[src/rtl/fsk_bit_recovery.sv]
// -----------------------------------------------------------------------------
// fsk_bit_recovery
//
// Cleans the raw per-sample bit decision coming out of fsk_demodulator,
// recovers symbol timing from the cleaned transitions, hunts for a sync word,
// reads a length byte and delivers the following payload bytes through a
// single-entry valid/ready output buffer.
//
// Ports:
//   clk         in   1  sample clock, one demodulator sample per cycle
//   reset       in   1  asynchronous reset, active low
//   demod_in    in   1  raw bit decision from the demodulator
//   byte_out    out  8  payload byte, meaningful while byte_valid = 1
//   byte_valid  out  1  output buffer holds a byte
//   byte_ready  in   1  consumer takes the byte on byte_valid & byte_ready
//   locked      out  1  frame FSM is reading a length or payload
//   overrun     out  1  one-cycle pulse when a completed byte had to be dropped
// -----------------------------------------------------------------------------
module fsk_bit_recovery #(
    parameter int         SAMPLES_PER_BIT = 1024,
    parameter int         GLITCH_LEN      = 15,
    parameter logic [7:0] SYNC_WORD       = 8'hA5
) (
    input  logic       clk,
    input  logic       reset,
    input  logic       demod_in,
    output logic [7:0] byte_out,
    output logic       byte_valid,
    input  logic       byte_ready,
    output logic       locked,
    output logic       overrun
);

    localparam int PHASE_W = $clog2(SAMPLES_PER_BIT);
    localparam int GCNT_W  = $clog2(GLITCH_LEN + 1);

    localparam logic [PHASE_W-1:0] PHASE_LAST   = PHASE_W'(SAMPLES_PER_BIT - 1);
    localparam logic [PHASE_W-1:0] PHASE_STROBE = PHASE_W'(SAMPLES_PER_BIT / 2 - 1);
    localparam logic [GCNT_W-1:0]  GCNT_LAST    = GCNT_W'(GLITCH_LEN - 1);

    typedef enum logic [1:0] {
        HUNT,
        LEN,
        PAYLOAD
    } state_t;

    logic                demod_q;
    logic                level;
    logic                level_toggle;
    logic [GCNT_W-1:0]   glitch_cnt;
    logic [PHASE_W-1:0]  phase;
    logic                strobe;

    state_t              state;
    state_t              state_nxt;
    logic [7:0]          shift_reg;
    logic [7:0]          shift_nxt;
    logic [7:0]          shifted;
    logic [2:0]          bit_cnt;
    logic [2:0]          bit_cnt_nxt;
    logic [7:0]          byte_cnt;
    logic [7:0]          byte_cnt_nxt;
    logic                payload_done;

    // The level flips on the cycle that would bring the disagreement count to
    // GLITCH_LEN, so a change held stable lands GLITCH_LEN cycles after it
    // reaches demod_q; shorter pulses are forgotten when the count clears.
    assign level_toggle = (demod_q != level) && (glitch_cnt == GCNT_LAST);

    // Input register and glitch filter.
    always_ff @(posedge clk or negedge reset) begin
        if (!reset) begin
            demod_q    <= 1'b0;
            level      <= 1'b0;
            glitch_cnt <= '0;
        end else begin
            demod_q <= demod_in;
            if (demod_q == level) begin
                glitch_cnt <= '0;
            end else if (level_toggle) begin
                level      <= ~level;
                glitch_cnt <= '0;
            end else begin
                glitch_cnt <= glitch_cnt + GCNT_W'(1);
            end
        end
    end

    // Symbol phase: a filtered edge realigns it to 0, otherwise it free-runs
    // so long runs of identical bits still produce one strobe per symbol.
    always_ff @(posedge clk or negedge reset) begin
        if (!reset) begin
            phase <= '0;
        end else if (level_toggle) begin
            phase <= '0;
        end else if (phase == PHASE_LAST) begin
            phase <= '0;
        end else begin
            phase <= phase + PHASE_W'(1);
        end
    end

    // Mid-symbol sample point; the registered level is used, so an edge that
    // lands in this same cycle still samples the pre-toggle value.
    assign strobe  = (phase == PHASE_STROBE);
    assign shifted = {shift_reg[6:0], level};

    // Frame FSM state register.
    always_ff @(posedge clk or negedge reset) begin
        if (!reset) begin
            state     <= HUNT;
            shift_reg <= '0;
            bit_cnt   <= '0;
            byte_cnt  <= '0;
        end else begin
            state     <= state_nxt;
            shift_reg <= shift_nxt;
            bit_cnt   <= bit_cnt_nxt;
            byte_cnt  <= byte_cnt_nxt;
        end
    end

    // Frame FSM next-state logic. bit_cnt wraps 7 -> 0 by itself, so it is
    // already zero whenever a new 8-bit field starts. Every return to HUNT
    // clears the shift register so sync cannot match on payload leftovers.
    always_comb begin
        state_nxt    = state;
        shift_nxt    = shift_reg;
        bit_cnt_nxt  = bit_cnt;
        byte_cnt_nxt = byte_cnt;
        payload_done = 1'b0;
        if (strobe) begin
            shift_nxt = shifted;
            case (state)
                HUNT: begin
                    if (shifted == SYNC_WORD) begin
                        state_nxt   = LEN;
                        bit_cnt_nxt = '0;
                    end
                end
                LEN: begin
                    bit_cnt_nxt = bit_cnt + 3'd1;
                    if (bit_cnt == 3'd7) begin
                        if (shifted == 8'd0) begin
                            state_nxt = HUNT;
                            shift_nxt = '0;
                        end else begin
                            state_nxt    = PAYLOAD;
                            byte_cnt_nxt = shifted;
                        end
                    end
                end
                PAYLOAD: begin
                    bit_cnt_nxt = bit_cnt + 3'd1;
                    if (bit_cnt == 3'd7) begin
                        payload_done = 1'b1;
                        byte_cnt_nxt = byte_cnt - 8'd1;
                        if (byte_cnt == 8'd1) begin
                            state_nxt = HUNT;
                            shift_nxt = '0;
                        end
                    end
                end
                default: begin
                    state_nxt = HUNT;
                    shift_nxt = '0;
                end
            endcase
        end
    end

    assign locked = (state != HUNT);

    // Single-entry output buffer. A byte that completes while the buffer is
    // still full and not being taken is dropped; the FSM counts it anyway.
    always_ff @(posedge clk or negedge reset) begin
        if (!reset) begin
            byte_out   <= '0;
            byte_valid <= 1'b0;
            overrun    <= 1'b0;
        end else begin
            overrun <= 1'b0;
            if (payload_done) begin
                if (!byte_valid || byte_ready) begin
                    byte_out   <= shifted;
                    byte_valid <= 1'b1;
                end else begin
                    overrun <= 1'b1;
                end
            end else if (byte_valid && byte_ready) begin
                byte_valid <= 1'b0;
            end
        end
    end

endmodule

[config.mk]
export PLATFORM = sky130hd
export DESIGN_NAME = fsk_bit_recovery
export DESIGN_NICKNAME = d
export VERILOG_FILES = /design/src/rtl/fsk_bit_recovery.sv
export SDC_FILE = /design/constraint.sdc
export NUM_CORES = 1
export LEC_CHECK = 0
export CORE_ASPECT_RATIO = 0.6
export CORE_MARGIN = 5
export CORE_UTILIZATION = 58
export CTS_CLUSTER_DIAMETER = 200
export DETAILED_ROUTE_END_ITERATION = 8
export MAX_ROUTING_LAYER = met4
export PLACE_DENSITY = 0.77
export SYNTH_ARGS = -nofsm -noshare
export SYNTH_HDL_FRONTEND = slang
export SYNTH_SLANG_ARGS = --single-unit
[constraint.sdc]
create_clock -name clk -period 3.1 [get_ports clk]
set_input_delay 0.465 -clock clk [delete_from_list [all_inputs] [get_ports clk]]
set_output_delay 0.465 -clock clk [all_outputs]
set_load 0.005 [all_outputs]
==> impl_metrics.yaml, run 1 <==
critical_path:
  cp_slowest_cell: "or4_4"
  cp.arrival_ns: 2.56
  reg2reg_slack_ns: 0.72
  critPathCapture: "byte_out[7]"
  cp_top_family: "simple AND/OR/NAND/NOR gates"
  sort_of_element_at_the_end_of_the_critical_path: "flip-flop"
  ff2ff_path_depth: 5
  critical_path_class: "reg -> reg"
  cp_data_required_time_ns: 3.28
  cp_max_fo: 9
  critical_path.max_stage_delay_ns: 0.60
  worst-path-stages: 5
  path_buf_inv: 0
  rr_startpoint: "phase[0]"
  crit_path_frequent_cell: "or4_4"
  crit-reg2reg-capture: "byte_out[7]"
  crit_chain: "ha_1 -> nand2_1 -> or4_4 -> or4_4 -> mux2_4"
  timing.critical_path.from_type: "flip-flop"
  critical_path.startpoint: "phase[0]"
timing:
  final-max-slew-violation-count: 0
  unrepaired_setup_endpoints_after_global_routing: "no"
  fin_setup_tns_ns: 0
  timing.fmax_ghz: 0.4198
  post-route-period-util_pct: 76.84
  worst_clock_skew_ns: 0.007380
  slew_headroom_pct: 34.40
  setup-violations-final: 0
  final.min_clock_period_ns: 2.382
  tightest_slew_ns: 0.9840
  timing.final.hold_violations: 0
clocking:
  tritoncts.num_buffers: 5
  cts.clk_slew.worst_paths_ns: 0.07
  tritoncts_clock_tree: "done"
  cts.sink_count: 46
  root_buffer: "clkbuf_8"
  max_buffers_root_to_sink: 2
  post-cts-setup-buffers: 0
  clock_latency_ns: 0.29
  cts-resized-gates: 0
  hold_buffers: 0
  htree_levels: 2
placed_design:
  numPortBuffers: 14
  dpl.hpwl_mm: 3.596
  placedInstanceArea_mm2: 0.002510
  place_congestion: 0.8482
die:
  rows: 17
  chipHeight_um: 59.15
  die_x_um: 91.91
  floorplan.die_area_mm2: 0.005436
  floorplan.io_pins: 15
  core_area_mm2: 0.003765
  floorplan.initialDensity_pct: 62.01
routing:
  detailedRoute.firstIterationViolations: 176
  detail_route.drc_violations: 0
  remaining_antenna_violation_count: 0
  first_pass_iters: 4
  wl_per_cell_um: 17.95
  via_count: 1743
  post_drt_via_cell_ratio: 6.385
  drt-total-wl_mm: 4.901
logic_synthesis:
  synth_area_mm2: 0.002335
  synth_nets: 225
  synth.distinct_cells: 42
  yosysWarnings: 0
  synth_async_sr_flop_share_pct: 100.0
  synth_seq_cells: 46
  synth-seq-area-share_pct: 49.30
  synth_enable_flop_cells: 0
  synth.avg_cell_area_um2: 11.17
  synth-main-ff-cell: "dfrtp_1"
  synthCells: 209
global_route:
  wire_length_of_the_first_global_routing_pass_mm: 8.169
  grt_util_all_layers_pct: 20.08
  grt_antenna_before_repair: 0
  grt_start_max_net_pins: 47
  first_global_vias: 1683
  grt_overflow_total: 0
layout:
  largest_reg_flops: 10
  antenna-diode-count: 0
  layout.nets: 242
  layout-drive-gt1-share_pct: 12.39
  design_area_mm2: 0.002586
  layout_area_overhead_pct: 10.77
  layout_top_registers: "phase x10, byte_cnt x8, byte_out x8"
  register_containing_the_most_flip_flops_in_the_final_layout: "phase"
status:
  outcome: "finished, final reports clean"
flow_run:
  max_cap_viol_count: 0
power_and_ir_drop:
  leakagePower_nw: 1.202
  power-per-cell-area_mw_per_mm2: 398.6
  peak_supply_drop_uv: 199.9
  design_power_total_mw: 1.031
min_path:
  hold_path_class: "in -> async"
## layer usage
metal  GRT usage [%]  wire length, um  up-vias
li1                -                -      805
met1           27.44             2360      860
met2           29.67             2143       73
met3           4.822              347        5
met4           6.765               48        0
met5               -                0        -
## per-stage QoR
stage | std cells | util, % | hold WS [ns] | setup slack [ns]
after global routing | 273 | 68.69 | 0.4406 | 0.6464
after floorplan | 209 | - | 0.1694 | 0.7816
after detailed placement | 266 | 66.67 | 0.4480 | 0.7228
after global placement | 266 | 66.67 | 0.4420 | 0.8009
final | 273 | 68.69 | 0.3244 | 0.7180
after CTS | 273 | 68.69 | 0.3660 | 0.7138
## cell families after synthesis
kind of cell,Yosys count,synth area share [%]
AO/OA/AOI/OAI,45,14.36
buffers and inverters,20,3.859
adder cells (fa/ha/maj),12,6.431
flip-flops,46,49.30
multiplexers,11,6.592
AND/OR/NAND/NOR,65,15.70
XOR/XNOR,10,3.751
## placed cells by master, fill, tap and decap left out, drive strengths merged, types with 7 or more instances in the layout
master,n
ha,12
clkdlybuf4s50,13
nor2,15
mux2,11
clkbuf,7
nand2,9
nand4,8
a22o,9
inv,13
dfrtp,46
nand3,7
## area by class of cell
cell class,count,area [um^2]
Clock buffer,7,76.32
Sequential cell,46,1151
Inverter,13,48.80
Timing Repair Buffer,17,157.7
Multi-Input combinational cell,143,1094
Fill cell,280,1179
Tap cell,47,58.81
## worst min-delay path by stage
stage	to	from	slack, ns
after floorplan	bit_cnt[0]	reset	0.17
after global placement	phase[0]	phase[0]	0.44
after detailed placement	phase[0]	phase[0]	0.45
after CTS	state[1]	reset	0.37
after global routing	bit_cnt[2]	reset	0.44
final	glitch_cnt[1]	reset	0.32
## synth_stat cells (all sizes together) (5+ instances only)
| cell type | n | area (um^2) |
|---|---|---|
| dfrtp | 46 | 1151 |
| nand2 | 9 | 33.78 |
| inv | 13 | 48.80 |
| xor2 | 6 | 52.55 |
| clkbuf | 5 | 18.77 |
| mux2 | 11 | 153.9 |
| a21oi | 5 | 25.02 |
| nand3 | 7 | 35.03 |
| o211ai | 5 | 37.54 |
| ha | 12 | 150.1 |
| a22o | 9 | 78.83 |
| nor2 | 15 | 56.30 |
| nand4 | 8 | 56.30 |
## report_power, final
group / switching [mW] / internal, mW
registers: 0.0290 / 0.621
clock network: 0.181 / 0.155
logic: 0.0261 / 0.0191
Note: power is estimated with default switching activity, not from simulation.
==> inputs of run 2 (changes only) <==
CORE_UTILIZATION = 53   (was 58)
PLACE_DENSITY = 0.74   (was 0.77)
clock period = 2 ns   (was 3.1 ns; I/O delays follow)
==> impl_metrics.yaml, run 2 (synthesized netlist as in run 1, its figures left out) <==
routing:
  drt-total-wl_mm: 5.054
  via_count: 1791
  post_drt_via_cell_ratio: 5.632
  first_pass_iters: 4
  detail_route.drc_violations: 0
  wl_per_cell_um: 15.89
  detailedRoute.firstIterationViolations: 148
  remaining_antenna_violation_count: 0
placed_design:
  placedInstanceArea_mm2: 0.002721
  place_congestion: 0.9059
  numPortBuffers: 14
  dpl.hpwl_mm: 3.690
  place_ws_ns: -0.05362
timing:
  final.min_clock_period_ns: 2.073
  timing.final.hold_violations: 0
  setup-violations-final: 8
  worst_slack_ns: -0.07287
  holdWs_ns: 0.4515
  timing.fmax_ghz: 0.4824
  unrepaired_setup_endpoints_after_global_routing: "yes"
  tightest_slew_ns: 0.5420
  slew_headroom_pct: 63.87
  post-route-period-util_pct: 103.6
  worst_clock_skew_ns: 0.005097
  final-max-slew-violation-count: 0
power_and_ir_drop:
  comb_power_share_pct: 7.1
  power-per-cell-area_mw_per_mm2: 617.8
  pwr-share-clk_pct: 37.7
  design_power_total_mw: 1.793
  switching_part_of_the_total_pct: 22.07
  total_switching_power_uw: 395.6
  leakagePower_nw: 1.349
  power.sequential.fraction_pct: 55.2
  internal_power_summed_over_all_cells_mw: 1.397
  peak_supply_drop_uv: 323.4
die:
  die_x_um: 95.69
  chipHeight_um: 61.41
  floorplan.die_area_mm2: 0.005876
  rows: 18
  floorplan.io_pins: 15
  core_area_mm2: 0.004189
  floorplan.initialDensity_pct: 55.73
critical_path:
  cp_data_required_time_ns: 2.18
  cp_slowest_cell: "or4_4"
  ff2ff_path_depth: 5
  crit_path_frequent_cell: "or4_4"
  critical_path_class: "reg -> reg"
  cp_max_fo: 8
  critical_path.max_stage_delay_ns: 0.54
  crit-reg2reg-capture: "byte_out[0]"
  cp.arrival_ns: 2.25
  rr_startpoint: "phase[1]"
  reg2reg_slack_ns: -0.07
  path_buf_inv: 0
  sort_of_element_at_the_end_of_the_critical_path: "flip-flop"
  critical_path.startpoint: "phase[1]"
  timing.critical_path.from_type: "flip-flop"
  cp_top_family: "simple AND/OR/NAND/NOR gates"
  crit_chain: "ha_4 -> nand2_2 -> or4_4 -> or4_4 -> mux2_4"
clocking:
  tritoncts_clock_tree: "done"
  cts.sink_count: 46
  clock_latency_ns: 0.29
  root_buffer: "clkbuf_8"
  htree_levels: 2
  max_buffers_root_to_sink: 2
  cts.clk_slew.worst_paths_ns: 0.08
  tritoncts.num_buffers: 5
layout:
  register_containing_the_most_flip_flops_in_the_final_layout: "phase"
  design_area_mm2: 0.002902
  layout_top_registers: "phase x10, byte_cnt x8, byte_out x8"
  antenna-diode-count: 0
  layout.core_utilization_pct: 69.27
  layout_commonest_cell: "dfrtp_1"
  layout-drive-gt1-share_pct: 25.19
  layout.cells.most_common_list: "dfrtp_1, buf_4, nor2_1, clkdlybuf4s50_1, inv_1"
  layout_area_overhead_pct: 24.28
  largest_reg_flops: 10
  layout.nets: 273
global_route:
  grt_antenna_before_repair: 0
  grt_overflow_total: 0
  grt_util_all_layers_pct: 20.08
  wire_length_of_the_first_global_routing_pass_mm: 8.562
  grt_start_max_net_pins: 25
  first_global_vias: 1740
status:
  violations_in_the_final_reports: "setup timing"
  outcome: "complete, but fails checks"
min_path:
  hold_path_class: "in -> reg"
  whs_endpoint: "demod_q"
  hold_path_depth: 1
  hold_start: "demod_in"
flow_run:
  max_cap_viol_count: 0
## run 2: layer usage
| metal | global-route usage, % | up-vias | share of wire (%) | wire, um |
|---|---|---|---|---|
| li1 | - | 865 | - | - |
| met1 | 30.70 | 872 | 51 | 2578 |
| met2 | 26.58 | 50 | 40 | 2045 |
| met3 | 5.250 | 4 | 8.1 | 408 |
| met4 | 3.846 | 0 | 0.44 | 22 |
| met5 | - | - | 0 | 0 |
## run 2: final cells by class
type,count,area [um^2]
clock buffer,6,72.57
fill,335,1287
inverter,13,48.80
sequential,46,1151
multi-input combinational,143,1124
tap,60,75.07
timing repair buffer,48,392.9
clock inverter,2,37.54
## run 2: worst register-to-register path, cell delays in order, from the launching register on
cell and delay [ns]:
dfrtp_1 0.40, ha_4 0.16, nand2_2 0.05, or4_4 0.49, or4_4 0.54, mux2_4 0.34
## run 2: power by group through the flow
stage / Combinational (mW) / Clock (mW) / Sequential [mW]
final: 0.128 / 0.676 / 0.989
after global routing: 0.144 / 0.734 / 0.994
after global placement: 0.124 / 0 / 1.00
after floorplan: 0.0414 / 0 / 1.01
after detailed placement: 0.127 / 0 / 1.01
after CTS: 0.130 / 0.688 / 0.989
## run 2: per-stage QoR
stage	TNS (ns)	cells
finish	-0.5371	318
global route	-0.8700	318
CTS	-0.5157	315
detailed placement	-0.3824	303
global placement	-0.1891	303
floorplan	-1.700	209
## run 2: timing repair
action	in CTS	in global routing
hold buffers	1	0
endpoints found under the hold margin	3	0
endpoints found under the setup margin	8	17
pin swaps	0	1
gates resized for setup	0	5
buffers inserted	3	3
## run 2: worst max-delay path by stage
stage / depth (start not counted) / slack (ns) / endpoint
finish: 5 / -0.07 / byte_out[0]
global route: 5 / -0.11 / byte_out[0]
CTS: 5 / -0.07 / byte_out[0]
detailed placement: 5 / -0.05 / byte_out[0]
global placement: 5 / -0.02 / byte_out[6]
floorplan: 6 / -0.21 / byte_out[0]
==> inputs of run 3 (changes only) <==
CORE_UTILIZATION = 45   (was 53)
CTS_BUF_LIST = sky130_fd_sc_hd__clkbuf_8   (was unset)
PLACE_DENSITY = 0.65   (was 0.74)
==> impl_metrics.yaml, run 3 (synthesized netlist as in run 1, its figures left out) <==
critical_path:
  critical_path.max_stage_delay_ns: 0.54
  cp_data_required_time_ns: 2.20
  sort_of_element_at_the_end_of_the_critical_path: "flip-flop"
  cp_max_fo: 8
  crit_chain: "ha_4 -> nand2_2 -> or4_4 -> or4_4 -> mux2_4"
  path_buf_inv: 0
  cp_top_family: "simple AND/OR/NAND/NOR gates"
  crit_path_frequent_cell: "or4_4"
  timing.critical_path.from_type: "flip-flop"
  cp.arrival_ns: 2.25
  critical_path_class: "reg -> reg"
  cp_slowest_cell: "or4_4"
layout:
  layout.cells.most_common_list: "dfrtp_1, buf_4, nor2_1, clkdlybuf4s50_1, inv_1"
  register_containing_the_most_flip_flops_in_the_final_layout: "phase"
  layout_area_overhead_pct: 24.81
  multi_input_comb_area_mm2: 0.001111
  layout.nets: 272
  design_area_mm2: 0.002914
  finish.cell_count_without_fillers: 323
  layout-drive-gt1-share_pct: 25.68
  antenna-diode-count: 0
  filler_cell_count: 431
  layout_commonest_cell: "dfrtp_1"
  layout_top_registers: "phase x10, byte_cnt x8, byte_out x8"
  sequential_cell_area_mm2: 0.001151
  largest_reg_flops: 10
clocking:
  htree_levels: 2
  max_buffers_root_to_sink: 2
  cts.sink_count: 46
  clock_latency_ns: 0.31
  root_buffer: "clkbuf_8"
  cts.clk_slew.worst_paths_ns: 0.09
  tritoncts_clock_tree: "done"
  tritoncts.num_buffers: 5
timing:
  worst_slack_ns: -0.04805
  holdWs_ns: 0.03866
  worst_clock_skew_ns: 0.01013
  final.min_clock_period_ns: 2.048
  timing.fmax_ghz: 0.4883
  tightest_slew_ns: 0.7054
  timing.final.hold_violations: 0
  post-route-period-util_pct: 102.4
  slew_headroom_pct: 52.97
  final-max-slew-violation-count: 0
  unrepaired_setup_endpoints_after_global_routing: "yes"
  setup-violations-final: 8
die:
  chipHeight_um: 65.80
  floorplan.io_pins: 15
  floorplan.die_area_mm2: 0.006776
  die_x_um: 103.0
  floorplan.initialDensity_pct: 46.19
  core_area_mm2: 0.005055
  rows: 20
power_and_ir_drop:
  design_power_total_mw: 1.948
  power-per-cell-area_mw_per_mm2: 668.6
  peak_supply_drop_uv: 357.6
  leakagePower_nw: 1.364
routing:
  detailedRoute.firstIterationViolations: 93
  wl_per_cell_um: 15.30
  remaining_antenna_violation_count: 0
  post_drt_via_cell_ratio: 5.378
  via_count: 1737
  detail_route.drc_violations: 0
  first_pass_iters: 4
  drt-total-wl_mm: 4.942
global_route:
  grt_util_all_layers_pct: 16.54
  gr-usage-met3_pct: 3.793
  first_global_vias: 1716
  grt_start_max_net_pins: 33
  wire_length_of_the_first_global_routing_pass_mm: 8.411
  use_met1_pct: 25.30
  grt_antenna_before_repair: 0
  globalRoute.busiestLayer: "met1"
  grt_overflow_total: 0
  grt.met2_usage_pct: 21.49
placed_design:
  dpl.cell_count: 314
  placedInstanceArea_mm2: 0.002766
  numPortBuffers: 14
  place_congestion: 0.8439
  dpl.hpwl_mm: 3.611
flow_run:
  max_cap_viol_count: 0
min_path:
  hold_path_class: "in -> async"
status:
  violations_in_the_final_reports: "setup timing"
  outcome: "complete, but fails checks"
[run 3: cell types whose count changed in the layout (fill, tap and decap cells not counted), sizes merged]
| cell | before | now |
|---|---|---|
| bufinv | 1 | 2 |
| clkbuf | 6 | 5 |
| clkinv | 0 | 1 |
| clkinvlp | 1 | 0 |
| dlygate4sd3 | 1 | 0 |
[run 3: worst reg2reg max path: cells and delay by family, from the launching register on]
family | cells | cell delay, ns
mux | 1 | 0.34
flops | 1 | 0.40
simple gates | 3 | 1.06
fa+ha+maj | 1 | 0.15
[run 3: metrics by stage]
stage | TNS [ns] | worst slack, ns | util [%]
final | -0.3245 | -0.04805 | 57.65
after global routing | -0.8056 | -0.1059 | 57.65
after CTS | -0.4097 | -0.06114 | 57.45
after detailed placement | -0.4095 | -0.05595 | 54.73
after global placement | -0.2785 | -0.03519 | 54.73
after floorplan | -1.700 | -0.2126 | -
[run 3: cell type report]
class | instances | area share (%)
flip-flops and latches | 46 | 39.50
multi-input cells | 143 | 38.13
repair buffers | 47 | 13.14
well taps | 66 | 2.834
clock buffers | 5 | 2.362
clock inverters | 3 | 2.362
inverters | 13 | 1.675
[run 3: timing repair]
action	CTS	global route
endpoints found under the setup margin	8	10
hold buffers	0	0
setup buffers	0	1
pin swaps	1	1
gates resized for setup	0	3
[run 3: per-layer routing]
metal,up-vias,wire [um]
li1,862,-
met3,5,210
met4,0,42
met2,24,1926
met1,846,2762
met5,-,0
[run 3: path summary, 6_finish.rpt]
| check | start | to | slack [ns] | cells past startpoint |
|---|---|---|---|---|
| setup / recovery | phase[1] | byte_out[3] | -0.05 | 5 |
| hold / removal | reset | shift_reg[1] | 0.04 | 1 |
| setup reg to reg | phase[1] | byte_out[3] | -0.05 | 5 |
| hold reg to reg | glitch_cnt[0] | glitch_cnt[0] | 0.50 | 1 |
| max in group asynchronous | reset | phase[3] | 1.30 | 2 |
| min in group clk | demod_in | demod_q | 0.43 | 1 |
[run 3: where the power goes]
| group | switching (mW) | internal, mW | total, mW |
|---|---|---|---|
| Clock | 0.332 | 0.501 | 0.833 |
| Combinational | 0.0653 | 0.0646 | 0.130 |
| Sequential | 0.0236 | 0.962 | 0.986 |
| Total | 0.421 | 1.53 | 1.95 |
